File: src/rtl/snes_poll_sequencer_if.sv
// Bus between the SNES pad poll sequencer and its consumer: pad pins plus decoded button results.
// valid is a one-cycle strobe with no ready: buttons*/pressed*/present are coherent while valid=1 and hold afterwards.
interface snes_poll_sequencer_if;
    logic        start;
    logic [1:0]  pad_data;
    logic        pad_latch;
    logic        pad_clk;
    logic        busy;
    logic [11:0] buttons0;
    logic [11:0] buttons1;
    logic [11:0] pressed0;
    logic [11:0] pressed1;
    logic [1:0]  present;
    logic        valid;

    modport master (
        input  start, pad_data,
        output pad_latch, pad_clk, busy, buttons0, buttons1,
               pressed0, pressed1, present, valid
    );

    modport slave (
        output start, pad_data,
        input  pad_latch, pad_clk, busy, buttons0, buttons1,
               pressed0, pressed1, present, valid
    );
endinterface

File: src/rtl/snes_poll_sequencer.sv
// Polls two SNES pads in parallel: latch pulse, 16 shift clocks, then publishes the
// decoded button state, newly-pressed edges and presence flags.
module snes_poll_sequencer #(
    parameter int LATCH_CYC = 300,
    parameter int HALF_CYC  = 150
) (
    input  logic                  clk,
    input  logic                  rst_n,
    snes_poll_sequencer_if.master bus,
    output logic [2:0]            dbg_state
);
    typedef enum logic [2:0] {
        IDLE     = 3'd0,
        LATCH    = 3'd1,
        SHIFT_HI = 3'd2,
        SHIFT_LO = 3'd3,
        DONE     = 3'd4
    } state_t;

    // Counter only has to reach the longest phase length minus one.
    localparam int PHASE_MAX = (LATCH_CYC > HALF_CYC) ? LATCH_CYC : HALF_CYC;
    localparam int CNT_W     = $clog2(PHASE_MAX);
    localparam logic [CNT_W-1:0] LATCH_LAST = CNT_W'(LATCH_CYC - 1);
    localparam logic [CNT_W-1:0] HALF_LAST  = CNT_W'(HALF_CYC - 1);

    state_t           state;
    state_t           state_nxt;
    logic [CNT_W-1:0] phase_cnt;
    logic [3:0]       bit_cnt;
    logic [1:0]       sync1;
    logic [1:0]       sync2;
    logic [15:0]      sr0;
    logic [15:0]      sr1;
    logic             sample;
    logic             latch_o;
    logic             clk_o;
    logic             busy_o;

    logic [11:0] buttons0_q;
    logic [11:0] buttons1_q;
    logic [11:0] pressed0_q;
    logic [11:0] pressed1_q;
    logic [1:0]  present_q;
    logic        valid_q;

    // After 16 shifts sr[15] holds serial bit 1 (B) and sr[3:0] hold the ID bits.
    logic [1:0]  present_new;
    logic [11:0] buttons0_new;
    logic [11:0] buttons1_new;

    assign present_new[0] = &sr0[3:0];
    assign present_new[1] = &sr1[3:0];
    assign buttons0_new   = present_new[0] ? ~sr0[15:4] : 12'h000;
    assign buttons1_new   = present_new[1] ? ~sr1[15:4] : 12'h000;

    always_comb begin
        state_nxt = state;
        sample    = 1'b0;
        latch_o   = 1'b0;
        clk_o     = 1'b1;
        busy_o    = 1'b1;
        case (state)
            IDLE: begin
                busy_o = 1'b0;
                if (bus.start) state_nxt = LATCH;
            end
            LATCH: begin
                latch_o = 1'b1;
                if (phase_cnt == LATCH_LAST) state_nxt = SHIFT_HI;
            end
            SHIFT_HI: begin
                if (phase_cnt == HALF_LAST) begin
                    sample    = 1'b1;
                    state_nxt = SHIFT_LO;
                end
            end
            SHIFT_LO: begin
                clk_o = 1'b0;
                if (phase_cnt == HALF_LAST) state_nxt = (bit_cnt == 4'd15) ? DONE : SHIFT_HI;
            end
            DONE:    state_nxt = IDLE;
            default: state_nxt = IDLE;
        endcase
    end

    always_ff @(posedge clk) begin
        if (!rst_n) begin
            state     <= IDLE;
            phase_cnt <= '0;
            bit_cnt   <= 4'd0;
            sync1     <= 2'b00;
            sync2     <= 2'b00;
            sr0       <= 16'h0000;
            sr1       <= 16'h0000;
        end else begin
            state <= state_nxt;
            sync1 <= bus.pad_data;
            sync2 <= sync1;
            // Every phase boundary is a state change, so the counter restarts per phase.
            if (state_nxt != state || state == IDLE) phase_cnt <= '0;
            else                                     phase_cnt <= phase_cnt + 1'b1;
            if (state == LATCH)                                 bit_cnt <= 4'd0;
            else if (state == SHIFT_LO && state_nxt != SHIFT_LO) bit_cnt <= bit_cnt + 4'd1;
            if (sample) begin
                sr0 <= {sr0[14:0], sync2[0]};
                sr1 <= {sr1[14:0], sync2[1]};
            end
        end
    end

    always_ff @(posedge clk) begin
        if (!rst_n) begin
            buttons0_q <= 12'h000;
            buttons1_q <= 12'h000;
            pressed0_q <= 12'h000;
            pressed1_q <= 12'h000;
            present_q  <= 2'b00;
            valid_q    <= 1'b0;
        end else begin
            valid_q <= 1'b0;
            if (state == DONE) begin
                buttons0_q <= buttons0_new;
                buttons1_q <= buttons1_new;
                pressed0_q <= buttons0_new & ~buttons0_q;
                pressed1_q <= buttons1_new & ~buttons1_q;
                present_q  <= present_new;
                valid_q    <= 1'b1;
            end
        end
    end

    assign bus.pad_latch = latch_o;
    assign bus.pad_clk   = clk_o;
    assign bus.busy      = busy_o;
    assign bus.buttons0  = buttons0_q;
    assign bus.buttons1  = buttons1_q;
    assign bus.pressed0  = pressed0_q;
    assign bus.pressed1  = pressed1_q;
    assign bus.present   = present_q;
    assign bus.valid     = valid_q;
    assign dbg_state     = state;
endmodule

File: src/flat_wrapper.sv
// flat-port wrapper written by rule: the top's interface ports become plain ports
module snes_poll_sequencer_flat 
#(
    parameter int LATCH_CYC = 300,
    parameter int HALF_CYC  = 150
)
  (clk, rst_n, dbg_state, bus_start, bus_pad_data, bus_pad_latch, bus_pad_clk, bus_busy, bus_buttons0, bus_buttons1, bus_pressed0, bus_pressed1, bus_present, bus_valid);
  snes_poll_sequencer_if bus_i ();
  input  logic clk;
  input  logic rst_n;
  output logic [2:0] dbg_state;
  input wire logic [$bits(bus_i.start)-1:0] bus_start;
  input wire logic [$bits(bus_i.pad_data)-1:0] bus_pad_data;
  output wire logic [$bits(bus_i.pad_latch)-1:0] bus_pad_latch;
  output wire logic [$bits(bus_i.pad_clk)-1:0] bus_pad_clk;
  output wire logic [$bits(bus_i.busy)-1:0] bus_busy;
  output wire logic [$bits(bus_i.buttons0)-1:0] bus_buttons0;
  output wire logic [$bits(bus_i.buttons1)-1:0] bus_buttons1;
  output wire logic [$bits(bus_i.pressed0)-1:0] bus_pressed0;
  output wire logic [$bits(bus_i.pressed1)-1:0] bus_pressed1;
  output wire logic [$bits(bus_i.present)-1:0] bus_present;
  output wire logic [$bits(bus_i.valid)-1:0] bus_valid;
  assign bus_i.start = bus_start;
  assign bus_i.pad_data = bus_pad_data;
  assign bus_pad_latch = bus_i.pad_latch;
  assign bus_pad_clk = bus_i.pad_clk;
  assign bus_busy = bus_i.busy;
  assign bus_buttons0 = bus_i.buttons0;
  assign bus_buttons1 = bus_i.buttons1;
  assign bus_pressed0 = bus_i.pressed0;
  assign bus_pressed1 = bus_i.pressed1;
  assign bus_present = bus_i.present;
  assign bus_valid = bus_i.valid;
  snes_poll_sequencer #(.LATCH_CYC(LATCH_CYC), .HALF_CYC(HALF_CYC)) u_core (.clk(clk), .rst_n(rst_n), .bus(bus_i), .dbg_state(dbg_state));
endmodule
File: config.mk
export PLATFORM = sky130hd
export DESIGN_NAME = snes_poll_sequencer_flat
export DESIGN_NICKNAME = d
export VERILOG_FILES = /design/src/rtl/snes_poll_sequencer_if.sv /design/src/rtl/snes_poll_sequencer.sv /design/src/flat_wrapper.sv
export SDC_FILE = /design/constraint.sdc
export NUM_CORES = 1
export LEC_CHECK = 0
export CAP_MARGIN = 5
export CORE_UTILIZATION = 50
export CTS_CLUSTER_DIAMETER = 120
export DETAILED_ROUTE_END_ITERATION = 10
export GPL_TIMING_DRIVEN = 1
export PLACE_DENSITY = 0.79
export SYNTH_ARGS = -nofsm -noshare
export SYNTH_HDL_FRONTEND = slang
export SYNTH_SLANG_ARGS = --single-unit
File: constraint.sdc
create_clock -name clk -period 3.4 [get_ports clk]
set_input_delay 0.68 -clock clk [delete_from_list [all_inputs] [get_ports clk]]
set_output_delay 0.68 -clock clk [all_outputs]
set_load 0.05 [all_outputs]
# == Word level (Yosys, flattened, before mapping) ==
# Index checks and enable logic that the tools add are counted.
# op_classes
addsub,2
n_mul,0
div,0
n_lt_le_gt_ge,0
n_eq_ne,9
shift,0
muxes,14
bitwise,7
reduce_logical,7
# ops
cell,n
$not 12->12,4
$and 12x12->12,2
$mux 12,2
$mux 3,5
$pmux 3 s4,1
$add 9x1->9 const B,1
$eq 9x8->1 const B,1
$eq 9x9->1 const B,1
$reduce_and 4->1,2
$eq 3x2->1 const B,2
$mux 1,6
$add 4x1->4 const B,1
$eq 4x4->1 const B,1
$reduce_or 2->1,2
$eq 3x1->1 const B,1
$eq 3x3->1 const B,1
$logic_not 3->1,1
$ne 3x2->1 const B,1
$ne 3x3->1,1
$logic_and 1x1->1,1
$logic_or 1x1->1,1
$not 1->1,1
# totals
register_bits,103
latch_bits,0
mem_bits_rw,0
rom_bits,0
input_bits,5
output_inout_bits,57
word_cells,52
memories,0

# == Logic depth before layout (Yosys ltp) ==
# Gate-level depths: netlist of the first run.
# logic_depth
word_depth,7
ltp_mapped,7
ltp_nobuf,6

# == Worst setup path before layout of the first run ==
# No wires, ideal clock.
# synth_timing
path_type,reg2reg
start,register u_core.state[0] (netlist: u_core.dbg_state[0])
end,register u_core.phase_cnt[2]
setup_time_ns,0.159
arrival_ns,2.845
t_required_ns,3.241
slack_ns,0.397
path_stages_with_launch,6
n_path_buf,1
synth_period_minus_slack_ns,3.003
path_cell_list,dfxtp_1 > buf_2 > nor3b_1 > nand4_1 > nand3_1 > nor4_1
# synth_via
elab_chain_cells,5
elab_cells_between_ends,12
cone_classes,eq/ne (4); mux (5); reduce/logical (3)
# synth_rtl
element,line_no,text
from (decl),snes_poll_sequencer.sv:26,state_t state;
from (signal assigned),snes_poll_sequencer.sv:96,state <= state_nxt;
$eq 3x2->1 (tied with other cells),snes_poll_sequencer.sv:62,case (state)
$pmux 3 s4,snes_poll_sequencer.sv:62,
$ne 3x3->1,snes_poll_sequencer.sv:100,if (state_nxt != state || state == IDLE) phase_cnt <= '0;
$logic_or 1x1->1 (*),snes_poll_sequencer.sv:100,
$reduce_or 2->1 (no line) (*),-,
to (signal assigned),snes_poll_sequencer.sv:101,else phase_cnt <= phase_cnt + 1'b1;
to (decl),snes_poll_sequencer.sv:28,logic [CNT_W-1:0] phase_cnt;
# Every way passes the cells marked *; elsewhere a longest branch is shown, timed or not.
# A chain may end at the register's enable or synchronous reset.

# == Final worst setup path of the first run ==
# layout_timing
start,register u_core.state[0] (netlist: u_core.dbg_state[0])
end,output bus_pad_latch
# layout_via
elab_chain_cells,2
# layout_rtl
element,line_no,text
$eq 3x1->1,snes_poll_sequencer.sv:62,
$mux 1,snes_poll_sequencer.sv:62,
to (decl),flat_wrapper.sv:14,output wire logic [$bits(bus_i.pad_latch)-1:0] bus_pad_latch;
# Every way passes these cells.

==> summary.md, run 1 <==
### STA
* **relative slew slack** 44.30%
* **actual slew at the worst max-slew pin** 0.8355 ns
* **Post-Route Setup TNS** 0 ns
* **setup repair after global routing missed its margin** no
* **final worst setup slack** 0.4442 ns
* **final setup fails** 0
* **Final Hold Violating Endpoints** 0
* **max-slew violation count** 0
* **period utilization** 86.93%
* **Post-Route Skew** 0.009884 ns
* **crit path time final** 2.956 ns
* **Achievable Freq** 338.3 MHz

### Final layout
* **count of nets after finishing** 484
* **most common library cell in the layout ignoring fill and taps** sky130_fd_sc_hd__dfxtp_1
* **Area Overhead vs Synth** 21.72%
* **fraction of layout cells with a size suffix above 1** 5.405%
* **Ant. Diodes** 0
* **most used cells in the layout excluding fill and tap cells** sky130_fd_sc_hd__dfxtp_1, sky130_fd_sc_hd__clkdlybuf4s50_1, sky130_fd_sc_hd__nand2_1

### Yosys
* **share of synthesized area occupied by flip-flops and latches** 52.40%
* **mux share of post-synthesis cell area** 8.394%
* **share of the synthesized netlist area taken by xor and xnor gates** 2.226%
* **most frequently used flop master after synthesis** sky130_fd_sc_hd__dfxtp_1
* **main combinational cell family by area after synthesis** simple AND/OR/NAND/NOR gates
* **Adder-Cell Fraction of Synth Area** 0.9539%
* **Synthesis Warnings** 0
* **Compound-Gate Fraction of Synth Area** 7.345%
* **post-synthesis sequential element count** 103
* **Avg Inst Size Synth** 9.194 um2
* **number of enable flip-flop cells after synthesis** 0
* **Mapped Cells** 428
* **synthesized netlist net count** 436
* **simple logic cell fraction of the synthesized area** 25.12%
* **number of different library cells in the post-synthesis netlist** 34
* **fraction of synthesis flops using an asynchronous set or reset pin** 0%
* **netlist area before placement** 3935 um2

### Route
* **sum of routed wire length over all layers** 7866 um
* **count of vias placed by the detailed router** 3070
* **routed vias/inst** 5.293
* **WL/cell** 13.56 um
* **antenna violation net count after detailed routing** 0
* **DRC violations left** 0
* **initial detailed-routing violation count** 130
* **number of detailed-route iterations in the first pass** 4

### Clock tree
* **clock buffer depth** 2
* **TritonCTS buffer count** 9
* **hold bufs inserted after CTS** 0
* **post-cts sizing count** 0
* **clock-pin transition on the worst setup and hold timing paths** 0.09 ns
* **Sinks on Clock Net** 103
* **Post-CTS Setup Bufs** 0
* **clock latency reported for the late side of the worst-skew pair** 0.36 ns
* **CTS tree** yes
* **CTS root buffer** sky130_fd_sc_hd__clkbuf_8
* **CTS HTree Levels** 3

### Placement
* **Post-Place Worst Slack** 0.8712 ns
* **Buffers on Ports** 61
* **Detailed Place HPWL** 5093 um
* **GPL Wtd Cong** 0.8810

### Global route
* **antenna violations before repair** 0
* **GRT Util Overall** 19.99%
* **wire length of the first global-routing pass** 13320 um
* **via count of the first global-routing pass** 2856
* **largest net degree at the start of global routing** 85
* **total grt overflow** 0

### Critical path
* **element type at the critical path end** output pin
* **worst setup slack for register-to-register paths** 1.22 ns
* **worst setup path category** reg -> out
* **CP Launch Type** flop
* **capture point of the critical path** bus_pad_latch
* **Worst Reg-to-Reg Cells** 4
* **startpoint of the most critical register-to-register path** u_core.dbg_state[2]
* **Worst EP required** 2.72 ns
* **data arrival time at the worst-slack endpoint** 2.28 ns
* **maximum fanout encountered on the critical timing path** 10
* **endpoint of the most critical register-to-register path** u_core.bus.pressed0[2]
* **start point of the critical path** u_core.dbg_state[0]

### Floorplanning
* **die area** 8229 um2
* **standard cell core area** 7447 um2
* **Die W** 90.72 um
* **Starting Density** 52.84%
* **die boundary height** 90.72 um
* **standard-cell row count** 31
* **I/O pin total** 62

### Job
* **number of max-cap violations** 0

### Power and ir drop
* **static leakage** 0.001854 uW
* **Power per Cell Area** 438.1 nW/um2
* **IR drop worst, VDD** 0.2616 mV

### Outcome
* **outcome** complete, no violations

### Worst hold path
* **Hold WC Path Type** reg -> reg

-- cell type report --
| class | instances | area [um2] |
|---|---|---|
| well taps | 99 | 123.9 |
| clock buffers | 9 | 123.9 |
| clock inverters | 7 | 95.09 |
| repair buffers | 64 | 633.1 |
| fillers | 638 | 2658 |
| flip-flops and latches | 103 | 2062 |
| multi-input cells | 293 | 1733 |
| inverters | 5 | 18.77 |
-- registers in the layout, indices dropped and copies added (netlist names), 3 cells and up --
signal and count:
u_core.sr0 16, u_core.bus.pressed1 12, u_core.bus.pressed0 12, u_core.dbg_state 3, u_core.bus.buttons1 12, u_core.bit_cnt 4, u_core.sr1 16, u_core.phase_cnt 9
u_core.bus.buttons0 12
-- synth_stat cells (all sizes together), types with 2 or more instances --
| cell type | instances | area (um2) |
|---|---|---|
| inv | 5 | 18.77 |
| nor4 | 6 | 37.54 |
| clkbuf | 21 | 78.83 |
| nand3 | 5 | 25.02 |
| nor4b | 2 | 23.77 |
| nor3 | 3 | 15.01 |
| dfxtp | 103 | 2062 |
| or2 | 2 | 17.52 |
| a21oi | 51 | 255.2 |
| ha | 3 | 37.54 |
| buf | 6 | 42.54 |
| nor2 | 43 | 161.4 |
| xor2 | 5 | 43.79 |
| nand2 | 55 | 206.5 |
| and3 | 5 | 31.28 |
| or3 | 49 | 306.5 |
| mux2i | 33 | 330.3 |
| and2 | 5 | 31.28 |
| and4bb | 2 | 25.02 |
| nand4 | 8 | 50.05 |
| xnor2 | 5 | 43.79 |
-- routing by layer --
layer  part of all wire [%]  global-route usage, %  routed length [um]
met1                     47                  25.25                3670
met2                     49                  32.95                3845
met3                    3.1                  3.788                 247
met4                    1.3                  9.140                 102
met5                      0                      0                   0
-- report_power, final --
part           internal (uW)  switching (uW)  leakage [uW]  total, uW
sequential              1210            3.93      0.000830       1210
combinational           17.8            39.4      0.000914       57.2
clock                    416             412      0.000110        828
-- logic make-up (layout without fill, tap and decap cells) --
family          after synthesis  after routing
compound gates               55             55
xor+xnor                     10             10
fa+ha+maj                     3              3
buf+inv                      32             85
flops                       103            103
mux                          33             33
simple gates                192            192
-- metrics by stage --
step	utilization, %	power, uW	std cells	hold WS (ns)	cell area, um2
2_1_floorplan	-	1279	428	0.4118	3935
3_3_place_gp	61.37	1297	564	0.4159	4571
3_5_place_dp	61.37	1298	564	0.4242	4571
4_1_cts	64.31	2115	580	0.4463	4790
5_1_grt	64.31	2173	580	0.4759	4790
6_report	64.31	2098	580	0.4427	4790
-- critical path, stage by stage (launching register included) --
cell and delay (ns):
sky130_fd_sc_hd__dfxtp_1 0.53, sky130_fd_sc_hd__nor3b_1 0.48, sky130_fd_sc_hd__clkdlybuf4s50_1 0.90
-- worst min path at each step --
stage	end	from	depth (start not counted)
floorplan	u_core.sync2[0]	u_core.sync1[0]	1
global placement	u_core.sync2[0]	u_core.sync1[0]	1
detailed placement	u_core.sync2[0]	u_core.sync1[0]	1
CTS	u_core.sync2[0]	u_core.sync1[0]	1
global route	u_core.sync2[1]	u_core.sync1[1]	1
finish	u_core.sync2[0]	u_core.sync1[0]	1
Power figures use the tool's default switching activity.
==> run 2: changes to the inputs <==
CORE_UTILIZATION = 38   (was 50)
MAX_ROUTING_LAYER = met4   (was unset)
PLACE_DENSITY = 0.64   (was 0.79)
==> summary.md, run 2 (same netlist as run 1, synthesis figures left out) <==
### Placement
* **Placed Cells incl. Taps** 598, +6.0%
* **GPL Wtd Cong** 0.8845, +0.40%
* **Buffers on Ports** 61, unchanged
* **Detailed Place HPWL** 4975 um, -2.3%

### Floorplanning
* **standard cell core area** 9910 um2, +33%
* **Die W** 103.8 um, +14%
* **die boundary height** 103.8 um, +14%
* **I/O pin total** 62, unchanged
* **standard-cell row count** 36, +16%
* **Starting Density** 39.71%, -13 points
* **die area** 10770 um2, +31%

### Power and ir drop
* **post-route total power** 2050 uW, -2.3%
* **static leakage** 0.001848 uW, -0.27%
* **Power per Cell Area** 425.4 nW/um2, -2.9%
* **IR drop worst, VDD** 0.2041 mV, -22%

### Critical path
* **cells along the critical path** nor3b_1, clkdlybuf4s50_1
* **largest incremental delay on the critical path** 0.91 ns, about the same
* **Worst EP required** 2.72 ns, about the same
* **CP Launch Type** flop
* **data arrival time at the worst-slack endpoint** 2.25 ns, -0.03 ns
* **slowest cell on the critical path** sky130_fd_sc_hd__clkdlybuf4s50_1
* **Buffers & Inverters on Critical Path** 1, unchanged
* **worst setup slack for register-to-register paths** 1.20 ns, -0.02 ns
* **Crit path max-delay family** buffers and inverters
* **worst setup path category** reg -> out
* **element type at the critical path end** output pin
* **maximum fanout encountered on the critical timing path** 10, unchanged

### Final layout
* **Final Non-Filler Cells** 614, +5.9%
* **count of nets after finishing** 484, unchanged
* **post-layout utilization of the core** 48.64%, -16 points
* **# fillers** 947, +48%
* **fraction of layout cells with a size suffix above 1** 5.198%, -0.21 points
* **most common library cell in the layout ignoring fill and taps** sky130_fd_sc_hd__dfxtp_1
* **Area Overhead vs Synth** 22.48%
* **most used cells in the layout excluding fill and tap cells** sky130_fd_sc_hd__dfxtp_1, sky130_fd_sc_hd__clkdlybuf4s50_1, sky130_fd_sc_hd__nand2_1
* **largest registers** u_core.sr0 x16, u_core.sr1 x16
* **Ant. Diodes** 0, unchanged

### Global route
* **total grt overflow** 0, unchanged
* **wire length of the first global-routing pass** 13190 um, -0.99%
* **via count of the first global-routing pass** 2753, -3.6%
* **GRT Util Overall** 15.28%, -4.7 points
* **largest net degree at the start of global routing** 85, unchanged
* **antenna violations before repair** 0, unchanged

### STA
* **max-slew violation count** 0, unchanged
* **Achievable Freq** 340.8 MHz, +0.73%
* **Post-Route Skew** 0.01390 ns, +0.004012 ns
* **actual slew at the worst max-slew pin** 0.8396 ns, +0.004132 ns
* **Final Hold Violating Endpoints** 0, unchanged
* **relative slew slack** 44.03%, -0.28 points
* **crit path time final** 2.934 ns, -0.02151 ns
* **setup repair after global routing missed its margin** no
* **period utilization** 86.30%, -0.63 points
* **final setup fails** 0, unchanged
* **Post-Route Setup TNS** 0 ns, unchanged

### Route
* **antenna violation net count after detailed routing** 0, unchanged
* **WL/cell** 12.57 um, -7.3%
* **routed vias/inst** 4.969, -6.1%
* **DRC violations left** 0, unchanged
* **count of vias placed by the detailed router** 3051, -0.62%
* **sum of routed wire length over all layers** 7720 um, -1.9%
* **number of detailed-route iterations in the first pass** 4, unchanged
* **initial detailed-routing violation count** 153, +18%

### Clock tree
* **hold bufs inserted after CTS** 0, unchanged
* **clock-pin transition on the worst setup and hold timing paths** 0.09 ns, about the same
* **Sinks on Clock Net** 103, unchanged
* **CTS HTree Levels** 3, unchanged
* **clock buffer depth** 2, unchanged
* **TritonCTS buffer count** 9, unchanged
* **CTS tree** yes
* **post-cts sizing count** 0, unchanged
* **clock latency reported for the late side of the worst-skew pair** 0.36 ns, about the same
* **Post-CTS Setup Bufs** 0, unchanged
* **CTS root buffer** sky130_fd_sc_hd__clkbuf_8

### Job
* **number of max-cap violations** 0, unchanged

### Worst hold path
* **Hold WC Path Type** reg -> reg

### Outcome
* **outcome** complete, no violations

## run 2: metrics by stage
stage          instance area, um2  hold slack [ns]  setup slack [ns]
3_3_place_gp                 4613           0.4166            0.9384
3_5_place_dp                 4613           0.4261            0.8879
6_report                     4820           0.4465            0.4657
5_1_grt                      4820           0.4775            0.2905
4_1_cts                      4820           0.4497            0.4592
2_1_floorplan                3935           0.4118            0.3968
## run 2: area by class of cell
| cell class | count | area, um2 | share of cell area (%) |
|---|---|---|---|
| Clock buffer | 11 | 141.4 | 2.934 |
| Clock inverter | 5 | 65.06 | 1.350 |
| Inverter | 5 | 18.77 | 0.3894 |
| Multi-Input combinational cell | 293 | 1733 | 35.96 |
| Sequential cell | 103 | 2062 | 42.78 |
| Tap cell | 133 | 166.4 | 3.453 |
| Timing Repair Buffer | 64 | 633.1 | 13.14 |
## run 2: path summary, 6_finish.rpt
kind,start,end,depth (start not counted)
max reg2reg,u_core.dbg_state[2],u_core.bus.pressed1[11],4
min reg2reg,u_core.sync1[0],u_core.sync2[0],1
max,u_core.dbg_state[0],bus_pad_latch,2
min,u_core.sync1[0],u_core.sync2[0],1
## run 2: power by group
part	total (uW)	switching, uW	leakage [uW]	internal [uW]
registers	1210	3.59	0.000830	1210
clock network	780	411	0.000105	369
logic	57.5	39.7	0.000914	17.7
## run 2: metal layers
layer,part of all wire (%),global-route usage (%),wire length [um]
met4,0.38,3.367,29
met3,5.8,5.098,447
met1,47,19.57,3651
met2,47,23.44,3591
met5,0,-,0
==> run 3: changes to the inputs <==
CTS_CLUSTER_DIAMETER = 150   (was 120)
==> results of run 3 <==
Final layout, timing and power as in run 2 (identical DEF).
